[src/rtl/glyph_fetch_arbiter.sv]
// Glyph ROM fetch arbiter: display and host share one ROM port, with a one-entry
// display skid buffer and starvation-forced host service. Optional stall counter: GLYPH_ARB_STATS_EN.
module glyph_fetch_arbiter #(
    parameter int unsigned HOST_MAX = 4
) (
    input  logic        CLK,
    input  logic        RST,
    input  logic        disp_req,
    input  logic [5:0]  disp_char,
    input  logic [2:0]  disp_row,
    output logic        disp_valid,
    output logic [7:0]  disp_data,
    output logic        disp_ovf,
    input  logic        host_req,
    input  logic [5:0]  host_char,
    input  logic [2:0]  host_row,
    output logic        host_ack,
    output logic        host_valid,
    output logic [7:0]  host_data,
    output logic [8:0]  rom_addr,
    input  logic [7:0]  rom_q,
    output logic [15:0] stall_cnt
);

    localparam logic [3:0] STARVE_LIMIT = 4'(HOST_MAX);

    typedef enum logic [1:0] {
        TAG_NONE = 2'd0,
        TAG_DISP = 2'd1,
        TAG_HOST = 2'd2
    } tag_t;

    typedef enum logic [1:0] {
        GNT_NONE = 2'd0,
        GNT_DISP = 2'd1,
        GNT_SKID = 2'd2,
        GNT_HOST = 2'd3
    } gnt_t;

    gnt_t       w_gnt;
    logic [8:0] w_gnt_addr;
    logic       w_host_gnt;
    logic       w_skid_load;
    logic       w_disp_drop;
    logic       w_host_wait;

    tag_t       r_tag1;
    tag_t       r_tag2;
    logic [8:0] r_rom_addr;
    logic       r_skid_vld;
    logic [8:0] r_skid_addr;
    logic [3:0] r_starve;
    logic       r_disp_valid;
    logic [7:0] r_disp_data;
    logic       r_disp_ovf;
    logic       r_host_valid;
    logic [7:0] r_host_data;

    // Skid first, then display unless the host has waited HOST_MAX cycles, then host.
    always_comb begin
        w_gnt = GNT_NONE;
        if (!RST) begin
            if (r_skid_vld) begin
                w_gnt = GNT_SKID;
            end else if (disp_req && ((r_starve < STARVE_LIMIT) || !host_req)) begin
                w_gnt = GNT_DISP;
            end else if (host_req) begin
                w_gnt = GNT_HOST;
            end
        end
    end

    always_comb begin
        w_gnt_addr = r_rom_addr;
        case (w_gnt)
            GNT_SKID: w_gnt_addr = r_skid_addr;
            GNT_DISP: w_gnt_addr = {disp_char, disp_row};
            GNT_HOST: w_gnt_addr = {host_char, host_row};
            default:  w_gnt_addr = r_rom_addr;
        endcase
    end

    assign w_host_gnt  = (w_gnt == GNT_HOST);
    assign w_skid_load = w_host_gnt && disp_req;
    assign w_disp_drop = r_skid_vld && disp_req;
    assign w_host_wait = host_req && !w_host_gnt;

    always_ff @(posedge CLK) begin
        if (RST) begin
            r_tag1       <= TAG_NONE;
            r_tag2       <= TAG_NONE;
            r_rom_addr   <= 9'd0;
            r_skid_vld   <= 1'b0;
            r_skid_addr  <= 9'd0;
            r_starve     <= 4'd0;
            r_disp_valid <= 1'b0;
            r_disp_data  <= 8'd0;
            r_disp_ovf   <= 1'b0;
            r_host_valid <= 1'b0;
            r_host_data  <= 8'd0;
        end else begin
            if (w_gnt != GNT_NONE) begin
                r_rom_addr <= w_gnt_addr;
            end

            case (w_gnt)
                GNT_DISP, GNT_SKID: r_tag1 <= TAG_DISP;
                GNT_HOST:           r_tag1 <= TAG_HOST;
                default:            r_tag1 <= TAG_NONE;
            endcase
            r_tag2 <= r_tag1;

            // rom_q belongs to the access tagged two edges ago; the other data output holds.
            r_disp_valid <= (r_tag2 == TAG_DISP);
            r_host_valid <= (r_tag2 == TAG_HOST);
            if (r_tag2 == TAG_DISP) begin
                r_disp_data <= rom_q;
            end
            if (r_tag2 == TAG_HOST) begin
                r_host_data <= rom_q;
            end

            if (w_skid_load) begin
                r_skid_vld  <= 1'b1;
                r_skid_addr <= {disp_char, disp_row};
            end else if (w_gnt == GNT_SKID) begin
                r_skid_vld  <= 1'b0;
            end

            r_disp_ovf <= r_disp_ovf | w_disp_drop;

            if (w_host_wait) begin
                if (r_starve != 4'hF) begin
                    r_starve <= r_starve + 4'd1;
                end
            end else begin
                r_starve <= 4'd0;
            end
        end
    end

    assign host_ack   = w_host_gnt;
    assign disp_valid = r_disp_valid;
    assign disp_data  = r_disp_data;
    assign disp_ovf   = r_disp_ovf;
    assign host_valid = r_host_valid;
    assign host_data  = r_host_data;
    assign rom_addr   = r_rom_addr;

`ifdef GLYPH_ARB_STATS_EN
    logic [15:0] r_stall_cnt;

    always_ff @(posedge CLK) begin
        if (RST) begin
            r_stall_cnt <= 16'd0;
        end else if (w_host_wait && (r_stall_cnt != 16'hFFFF)) begin
            r_stall_cnt <= r_stall_cnt + 16'd1;
        end
    end

    assign stall_cnt = r_stall_cnt;
`else
    assign stall_cnt = 16'd0;
`endif

endmodule

[config.mk]
export PLATFORM = sky130hd
export DESIGN_NAME = glyph_fetch_arbiter
export DESIGN_NICKNAME = d
export VERILOG_FILES = /design/src/rtl/glyph_fetch_arbiter.sv
export SDC_FILE = /design/constraint.sdc
export NUM_CORES = 1
export LEC_CHECK = 0
export BUFFER_PORTS_ARGS = -buffer_cell sky130_fd_sc_hd__buf_4
export CAP_MARGIN = 20
export CORE_MARGIN = 5
export CORE_UTILIZATION = 53
export DETAILED_ROUTE_END_ITERATION = 12
export PLACE_DENSITY = 0.83
export SYNTH_ARGS = -nofsm -noshare
export SYNTH_HDL_FRONTEND = slang
export SYNTH_SLANG_ARGS = --single-unit
[constraint.sdc]
create_clock -name CLK -period 4.15 [get_ports CLK]
set_clock_uncertainty 0.1 [all_clocks]
set_input_delay 0.2075 -clock CLK [delete_from_list [all_inputs] [get_ports CLK]]
set_output_delay 0.2075 -clock CLK [all_outputs]
set_load 0.005 [all_outputs]
==> results_dict.tcl <==
set metrics [dict create \
    regToRegSetupSlack_ns 1.87 \
    antenna_found_initial 0 \
    cts_hold_buf 0 \
    fillCellCount 352 \
    rsz0062_at_grt "false" \
    cp-end-kind "flop" \
    cts-buffers-inserted 5 \
    syn_avg_cell_area_um2 8.769 \
    dr.pass1.iters 4 \
    hp-class "input pin to flop" \
    setup_viol 0 \
    routed_wl_um 4629 \
    final_area_um2 2566 \
    area_growth_pct 19.94 \
    dieArea_um2 5407 \
    clock_latency_ns 0.30 \
    grt_pass1_vias 1641 \
    final_hold_viol_count 0 \
    wl_per_cell_um 13.46 \
    synth_flop_cell "dfxtp_1" \
    drive_gt1_share_pct 26.53 \
    drc 0 \
    core_area_um2 3943 \
    crit_required_ns 4.22 \
    tritoncts "built" \
    ys_async_sr_fraction_pct 0 \
    ys_types 30 \
    r2r_start "r_starve[3]" \
    nets 329 \
    drtIter0Drc 89 \
    die_x_um 73.54 \
    power_density_nw_per_um2 319.4 \
    fin_ws_ns 1.869 \
    placed_area_um2 2480 \
    fmax_mhz 438.3 \
    synth_cells 244 \
    row_count 23 \
    path_clk_slew_ns 0.09 \
    synth_edf_count 0 \
    status "finished clean" \
    endpoint "rom_addr[5]" \
    cts_resized 0 \
    root_buffer "clkbuf_8" \
    via_per_inst 5.172 \
    r2r-end "rom_addr[5]" \
    dp_hpwl_um 3447 \
    worstMarginPinSlew_ns 0.6454 \
    reg2regPathDepth 7 \
    p_leak_uw 0.001037 \
    initial_core_util_pct 54.27 \
    port_buffers 58 \
    die_h_um 73.54 \
    cts.sinks 46 \
    grt_pass1_wl_um 7348 \
    ioPinCount 75 \
    antennaDiodeCount 0 \
    place_inst 336 \
    antenna_left 0 \
    overflow 0 \
    tns_ns 0 \
    ir_drop_mv 0.2747 \
    grt_usage_pct 17.32 \
    fin_cells 344 \
    max-cap-violations 0 \
    period_minus_slack_ns 2.281 \
    cts_max_path_buffers 2 \
    period_share_pct 54.97 \
    ys_seq_area_share_pct 43.04 \
    cp-start-kind "flop" \
    ys_top_cells_by_area "dfxtp_1 (43%), nand2_1 (11%), a21oi_1 (6.5%)" \
    synth-seq-cells 46 \
    grt_max_degree 57 \
    gp_congestion 0.8757 \
    post_cts_buffers 0 \
    critPathKind "flop to flop" \
    synth_area_um2 2140 \
    routed-via-count 1779 \
    synth_top_area_cell "dfxtp_1" \
    worstPathMaxFanout 19 \
    slew_viol_final 0 \
    pre_cts_ws_ns 1.712 \
    yosys-top-cells-count "nand2_1 (62), dfxtp_1 (46), a21oi_1 (28)" \
    critPathLaunch "r_starve[3]" \
    slew_headroom_pct 56.97 \
    ys_warn_count 0 \
    worstPathArrival_ns 2.35 \
    synth_top_area_share_pct 43.04 \
    cts_max_level 2 \
    yosysMostFrequentCell "nand2_1" \
]
## cell usage in the layout (no fill, tap or decap), types with 2 or more instances in the layout
master and instances:
nor2b_1 6, conb_1 16, nand2b_1 3, nand3_1 2
a22o_1 9, nor2_1 10, ha_1 6, nand4_1 9
or3b_1 10, clkbuf_8 5, or2_1 2, dfxtp_1 46
o221ai_2 9, buf_4 58, a21oi_1 28, nand2_1 62
## critical path, cell delays in order (launching register included)
cell and delay [ns]:
dfxtp_1 0.35, or3b_1 0.38, a21oi_1 0.21, or2_1 0.15, ha_1 0.57, nor2_4 0.14
nand4_1 0.16, o221ai_2 0.10
## flip-flops by register name, indices dropped and copies added, names as in the netlist, 2 cells and up
register / flops
r_skid_addr: 9
rom_addr: 9
disp_data: 8
host_data: 8
r_starve: 4
r_tag1: 2
r_tag2: 2
## layout make-up
class	count	area [um2]	share of cell area, %
Clock buffer	6	72.57	2.828
Clock inverter	2	13.76	0.5363
Inverter	1	6.256	0.2438
Multi-Input combinational cell	181	1055	41.10
Sequential cell	46	920.9	35.88
Tap cell	50	62.56	2.438
Timing Repair Buffer	58	435.4	16.97
## worst min-delay path by stage
stage           startpoint             end  slack, ns  cells after the start
6_report          rom_q[2]    disp_data[2]       0.06                      3
5_1_grt           rom_q[6]    host_data[6]       0.05                      3
4_1_cts           rom_q[5]    host_data[5]       0.05                      3
3_5_place_dp     r_tag1[1]       r_tag2[1]       0.33                      1
3_3_place_gp     r_tag1[1]       r_tag2[1]       0.32                      1
2_1_floorplan  disp_row[0]  r_skid_addr[0]       0.24                      2
## through the flow
stage	hold slack [ns]	power, uW	utilization [%]
6_report	0.06229	819.6	65.09
5_1_grt	0.05395	854.8	65.09
4_1_cts	0.05435	823.5	65.09
3_5_place_dp	0.3295	562.4	62.90
3_3_place_gp	0.3229	560.0	62.90
2_1_floorplan	0.2435	533.8	-
## logic make-up after synthesis
logic type | share of synthesized area (%)
AOI/OAI and AO/OA | 17.19
and+or+nand+nor | 24.91
other | 0.1753
muxes | 0.4679
adders and majority gates | 3.509
DFF | 43.04
xor gates and xnor gates | 0.4094
buffers and inverters | 10.29
## report_power, final
group	total [uW]	switching (uW)	internal [uW]
Sequential	456	5.63	451
Clock	267	148	119
Combinational	96.4	53.5	42.9
Total	820	207	613
## layer usage
layer | part of all wire [%] | track usage [%] | up-vias
li1 | - | - | 899
met1 | 43 | 23.16 | 829
met2 | 50 | 27.66 | 47
met3 | 5.8 | 3.557 | 4
met4 | 0.93 | 6.036 | 0
met5 | 0 | 0 | -
(Power assumes the default switching activity.)
